==> src/rtl/npc_pipe_pkg.sv <==
// Shared types for the npc pipeline sequencer: top/memory FSM states and
// register-index width.
package npc_pipe_pkg;

    localparam int REG_IDX_W = 5;

    typedef enum logic [1:0] {
        RUN   = 2'd0,
        DRAIN = 2'd1,
        HALT  = 2'd2
    } top_state_e;

    typedef enum logic {
        IDLE = 1'b0,
        WAIT = 1'b1
    } mem_state_e;

endpackage

==> src/rtl/raw_check.sv <==
// RAW interlock: flags an ID source that matches a pending IS/WB destination.
module raw_check
    import npc_pipe_pkg::*;
(
    input  logic [REG_IDX_W-1:0] id_rs1,
    input  logic [REG_IDX_W-1:0] id_rs2,
    input  logic                 id_use_rs1,
    input  logic                 id_use_rs2,
    input  logic                 is_valid,
    input  logic                 is_wen,
    input  logic [REG_IDX_W-1:0] is_rd,
    input  logic                 wb_valid,
    input  logic                 wb_wen,
    input  logic [REG_IDX_W-1:0] wb_rd,
    output logic                 hazard
);

    logic rs1_hit;
    logic rs2_hit;

    // x0 is hardwired to zero, so a producer targeting it never blocks a reader
    assign rs1_hit = id_use_rs1 && (id_rs1 != '0) &&
                     ((is_valid && is_wen && (is_rd == id_rs1)) ||
                      (wb_valid && wb_wen && (wb_rd == id_rs1)));
    assign rs2_hit = id_use_rs2 && (id_rs2 != '0) &&
                     ((is_valid && is_wen && (is_rd == id_rs2)) ||
                      (wb_valid && wb_wen && (wb_rd == id_rs2)));
    assign hazard  = rs1_hit || rs2_hit;

endmodule

==> src/rtl/pipe_sched.sv <==
// Stage sequencer for the IF->ID->IS->WB pipe: valid bits, enables, RAW stall,
// redirect flush, load/store wait and ebreak drain/halt.
module pipe_sched
    import npc_pipe_pkg::*;
#(
    parameter int CNT_W   = 64,
    parameter int STALL_W = 32
) (
    input  logic                 clk,
    input  logic                 rst,
    input  logic                 fetch_valid,
    output logic                 fetch_accept,
    input  logic [REG_IDX_W-1:0] id_rs1,
    input  logic [REG_IDX_W-1:0] id_rs2,
    input  logic                 id_use_rs1,
    input  logic                 id_use_rs2,
    input  logic [REG_IDX_W-1:0] id_rd,
    input  logic                 id_rf_wen,
    input  logic                 is_mem,
    input  logic                 is_redirect,
    input  logic                 is_ebreak,
    input  logic                 mem_finish,
    output logic                 mem_start,
    output logic                 id_en,
    output logic                 is_en,
    output logic                 wb_en,
    output logic                 id_valid,
    output logic                 is_valid,
    output logic                 wb_valid,
    output logic                 redirect_take,
    output logic                 commit,
    output logic                 halted,
    output logic [CNT_W-1:0]     instret,
    output logic [STALL_W-1:0]   stall_cnt
);

    top_state_e top_q, top_d;
    mem_state_e mem_q, mem_d;
    logic id_valid_q, id_valid_d;
    logic is_valid_q, is_valid_d;
    logic wb_valid_q, wb_valid_d;
    logic halted_q, halted_d;
    logic [REG_IDX_W-1:0] is_rd_q, is_rd_d, wb_rd_q, wb_rd_d;
    logic is_wen_q, is_wen_d, wb_wen_q, wb_wen_d;
    logic [CNT_W-1:0]   instret_q, instret_d;
    logic [STALL_W-1:0] stall_q, stall_d;

    logic hazard, run, is_done, is_ready, flush, id_go, id_ready;

    raw_check u_raw_check (
        .id_rs1     (id_rs1),
        .id_rs2     (id_rs2),
        .id_use_rs1 (id_use_rs1),
        .id_use_rs2 (id_use_rs2),
        .is_valid   (is_valid_q),
        .is_wen     (is_wen_q),
        .is_rd      (is_rd_q),
        .wb_valid   (wb_valid_q),
        .wb_wen     (wb_wen_q),
        .wb_rd      (wb_rd_q),
        .hazard     (hazard)
    );

    always_comb begin
        run      = (top_q == RUN);
        is_done  = is_valid_q && (!is_mem || ((mem_q == WAIT) && mem_finish));
        is_ready = !is_valid_q || is_done;
        // ebreak outranks redirect: it drains instead of refetching
        flush    = is_done && is_redirect && !is_ebreak;
        id_go    = id_valid_q && !hazard && is_ready && run && !flush;
        id_ready = !id_valid_q || id_go;

        fetch_accept  = fetch_valid && id_ready && run && !flush;
        id_en         = fetch_accept;
        is_en         = id_go;
        wb_en         = is_done;
        mem_start     = is_valid_q && is_mem && (mem_q == IDLE);
        redirect_take = flush;
        commit        = wb_valid_q && (top_q != HALT);
        id_valid      = id_valid_q;
        is_valid      = is_valid_q;
        wb_valid      = wb_valid_q;
        halted        = halted_q;
        instret       = instret_q;
        stall_cnt     = stall_q;

        id_valid_d = id_valid_q;
        if (flush)             id_valid_d = 1'b0;
        else if (fetch_accept) id_valid_d = 1'b1;
        else if (id_go)        id_valid_d = 1'b0;

        is_valid_d = is_valid_q;
        if (id_go)        is_valid_d = 1'b1;
        else if (is_done) is_valid_d = 1'b0;
        wb_valid_d = is_done;

        is_rd_d  = id_go   ? id_rd     : is_rd_q;
        is_wen_d = id_go   ? id_rf_wen : is_wen_q;
        wb_rd_d  = is_done ? is_rd_q   : wb_rd_q;
        wb_wen_d = is_done ? is_wen_q  : wb_wen_q;

        mem_d = mem_q;
        case (mem_q)
            IDLE:    if (is_valid_q && is_mem) mem_d = WAIT;
            WAIT:    if (mem_finish)           mem_d = IDLE;
            default: mem_d = IDLE;
        endcase

        top_d    = top_q;
        halted_d = halted_q;
        case (top_q)
            RUN:   if (is_done && is_ebreak) top_d = DRAIN;
            // the first commit seen in DRAIN is the ebreak itself
            DRAIN: if (commit) begin
                top_d    = HALT;
                halted_d = 1'b1;
            end
            HALT:    top_d = HALT;
            default: top_d = RUN;
        endcase

        instret_d = commit ? instret_q + CNT_W'(1) : instret_q;
        stall_d   = (id_valid_q && !id_go && run) ? stall_q + STALL_W'(1) : stall_q;
    end

    always_ff @(posedge clk) begin
        if (rst) begin
            top_q      <= RUN;
            mem_q      <= IDLE;
            id_valid_q <= 1'b0;
            is_valid_q <= 1'b0;
            wb_valid_q <= 1'b0;
            halted_q   <= 1'b0;
            is_rd_q    <= '0;
            is_wen_q   <= 1'b0;
            wb_rd_q    <= '0;
            wb_wen_q   <= 1'b0;
            instret_q  <= '0;
            stall_q    <= '0;
        end else begin
            top_q      <= top_d;
            mem_q      <= mem_d;
            id_valid_q <= id_valid_d;
            is_valid_q <= is_valid_d;
            wb_valid_q <= wb_valid_d;
            halted_q   <= halted_d;
            is_rd_q    <= is_rd_d;
            is_wen_q   <= is_wen_d;
            wb_rd_q    <= wb_rd_d;
            wb_wen_q   <= wb_wen_d;
            instret_q  <= instret_d;
            stall_q    <= stall_d;
        end
    end

endmodule
==> config.mk <==
export PLATFORM = sky130hd
export DESIGN_NAME = pipe_sched
export DESIGN_NICKNAME = d
export VERILOG_FILES = /design/src/rtl/npc_pipe_pkg.sv /design/src/rtl/raw_check.sv /design/src/rtl/pipe_sched.sv
export SDC_FILE = /design/constraint.sdc
export NUM_CORES = 1
export LEC_CHECK = 0
export ABC_CLOCK_PERIOD_IN_PS = 2410
export BUFFER_PORTS_ARGS = -buffer_cell sky130_fd_sc_hd__buf_2
export CORE_UTILIZATION = 30
export DETAILED_ROUTE_END_ITERATION = 8
export PLACE_DENSITY = 0.62
export RECOVER_POWER = 25
export SETUP_SLACK_MARGIN = 0.2
export SLEW_MARGIN = 40
export SYNTH_ARGS = -nofsm -noshare
export SYNTH_HDL_FRONTEND = slang
export SYNTH_SLANG_ARGS = --single-unit
==> constraint.sdc <==
create_clock -name clk -period 2.41 [get_ports clk]
set_clock_uncertainty 0.1 [all_clocks]
set_input_delay 0.241 -clock clk [delete_from_list [all_inputs] [get_ports clk]]
set_output_delay 0.241 -clock clk [all_outputs]
set_load 0.05 [all_outputs]
==> results.ini <==
[status]
status=complete, but fails checks
violations=negative setup slack

[timing]
fmax_mhz=404
worst_slack_ns=-0.0674
hold_viol=0
worst_pin_slew_ns=0.929
rsz0062_at_grt=true
finalCritPeriodShare_pct=103
fin_crit_ns=2.48
slew_viol_final=0
tns_ns=-0.164
setup_viol_count_final=3
max-slew-margin-rel_pct=38.0

[synthesis]
yosysUniqueCellTypes=50
synth_top_area_share_pct=42.5
synthTopCellsByCount=dfxtp_1, nor2_1, nand2_1
synth_flop_cell=dfxtp_1
synth_area_um2=5420
ys_ff_latch=115
synth_nets=681
avgSynthCellArea_um2=8.33
ys_seq_area_share_pct=42.5
async_flop_share_pct=0
ys.warnings.count=0
synthesis.instances=651
synth-edff-count=0
yosys.area.top_type=dfxtp_1
synthTopCellsByArea=dfxtp_1, xor2_1, nor2_1
synth_most_common_cell=dfxtp_1

[grt]
grt_max_degree=66
overflow=0
track_usage_pct=16.6
grt_pass1_wl_mm=24.3
grt_pass1_vias=4828
grt_antenna_before_repair=0

[route]
drc=0
vias_per_cell=4.85
firstDrtPassIters=4
wire_per_inst_um=14.3
wl_mm=15.5
ant_nets=0
first_iter_violations=237
vias=5246

[place]
hpwl_mm=10.8
gp_routability_congestion=0.889
port-buffer-count=131
dp.cells=1026

[clocking]
root_buffer=clkbuf_16
path_clk_slew_ns=0.05
clkLatencyLatePin_ns=0.40
htree_levels=4
cts_tree=built
cts_made_buffers=17
numClockSinks=115
clk_path_buf_depth=2

[setup_path]
cp_max_fo=3
required_ns=2.07
critPathKind=flop to primary output
startpoint=is_rd_q[2]$_SDFFE_PP0P_
endpoint_kind=primary output
arrival_ns=2.14
r2r-start=is_rd_q[2]$_SDFFE_PP0P_
critPathLaunchType=flop

[min_path]
min_path_type=input port to flop
hp-start=id_rf_wen

[layout]
drive_gt1_share_pct=36.4
n_antenna_cell=0
syn_to_final_growth_pct=46.5
final_cells=1082
fin_nets=875

[floorplanning]
die_h_um=136
fp.dieArea_um2=18600
core_um2=17500
rows=48
initial_core_util_pct=31.0
ios=132
die-width_um=136

[pwr]
power_density_nw_per_um2=587
ir_drop_mv=0.456
leakage_nw=3.06

[run]
maxCapViolCount=0

[path summary, 6_finish.rpt]
| kind | end | slack (ns) | cells after the start |
|---|---|---|---|
| worst min-delay path | is_wen_q$_SDFFE_PP0P_ | 0.04 | 3 |
| worst max-delay path | fetch_accept | -0.07 | 8 |
| worst min register to register | wb_wen_q$_SDFFE_PP0P_ | 0.37 | 2 |
| worst max register to register | stall_cnt[7]$_SDFFE_PP0P_ | 0.02 | 10 |
[state kept, by name, indices dropped and copies added (netlist names)]
name	cells
is_valid	1
top_q	2
mem_q	1
is_rd_q	5
is_wen_q	1
halted	1
wb_valid	1
instret	64
wb_rd_q	5
wb_wen_q	1
id_valid	1
stall_cnt	32
[repair_timing]
action                     in CTS  in global routing
hold endpoints to repair       10                  0
pin swaps                      24                 43
setup buffers                   9                  9
hold buffers                    6                  0
gates cloned                    1                  0
setup endpoints to repair      49                 58
gates resized for setup        30                 70
[layout by cell type (no fill, tap or decap), types with 6 or more instances in the layout]
| cell | n |
|---|---|
| dlygate4sd3_1 | 6 |
| dfxtp_1 | 50 |
| clkbuf_1 | 53 |
| buf_2 | 81 |
| buf_6 | 12 |
| buf_4 | 50 |
| nand2_1 | 76 |
| xor2_1 | 70 |
| o21ai_0 | 14 |
| a21oi_2 | 10 |
| and4_1 | 7 |
| dfxtp_2 | 35 |
| or3_1 | 12 |
| o211ai_1 | 7 |
| xnor2_1 | 19 |
| inv_1 | 9 |
| a21oi_1 | 27 |
| or4_4 | 7 |
| nand4_1 | 18 |
| dfxtp_4 | 30 |
| nor3_1 | 9 |
| clkbuf_16 | 19 |
| nand3_1 | 29 |
| nor2_1 | 92 |
| nand3_2 | 7 |
[kinds of logic (layout without fill, tap and decap cells)]
logic type                 after synthesis  after routing  synth area share (%)
and+or+nand+nor                        319            319                  29.4
DFF                                    115            115                  42.5
xor gates and xnor gates                92             92                  14.9
AOI/OAI and AO/OA                       80             80                  8.73
buffers and inverters                   37            243                  2.75
adders and majority gates                5              5                  1.15
muxes                                    3              3                 0.600
[power by group]
part	internal, mW	total [mW]	switching, mW
Clock	1.58	2.42	0.833
Combinational	0.124	0.327	0.203
Sequential	1.89	1.91	0.0210
[worst max-delay path, cell delays in order, from the launching register on]
cell	delay, ns
dfxtp_4	0.37
xor2_1	0.16
nor4_1	0.07
a22oi_1	0.18
o22ai_1	0.10
buf_4	0.15
or2_4	0.25
a211oi_4	0.25
buf_6	0.20
[stage by stage]
stage / setup slack, ns / power (mW) / util, % / area, um^2 / hold WS, ns
2_1_floorplan: -0.232 / 2.13 / - / 5680 / 0.281
3_3_place_gp: -0.0134 / 2.22 / 39.1 / 6830 / 0.346
5_1_grt: -0.195 / 4.84 / 45.4 / 7940 / 0.00802
6_report: -0.0674 / 4.66 / 45.4 / 7940 / 0.0380
4_1_cts: -0.152 / 4.70 / 43.7 / 7640 / 0.00643
3_5_place_dp: -0.0453 / 2.23 / 39.1 / 6830 / 0.360
[area by class of cell]
cell class / instances / area (um^2)
Clock buffer: 27 / 526
Clock inverter: 4 / 45.0
Fill cell: 1727 / 9540
Inverter: 12 / 50.0
Multi-Input combinational cell: 499 / 3370
Sequential cell: 115 / 2460
Tap cell: 225 / 282
Timing Repair Buffer: 200 / 1210
[routing by layer]
layer	routed length [um]	up-vias	global-route usage, %
li1	-	2647	-
met1	7390	2486	22.2
met2	7240	101	25.6
met3	671	12	4.59
met4	165	0	5.62
met5	0	-	0
No activity file was read; power rests on OpenSTA's default activity.
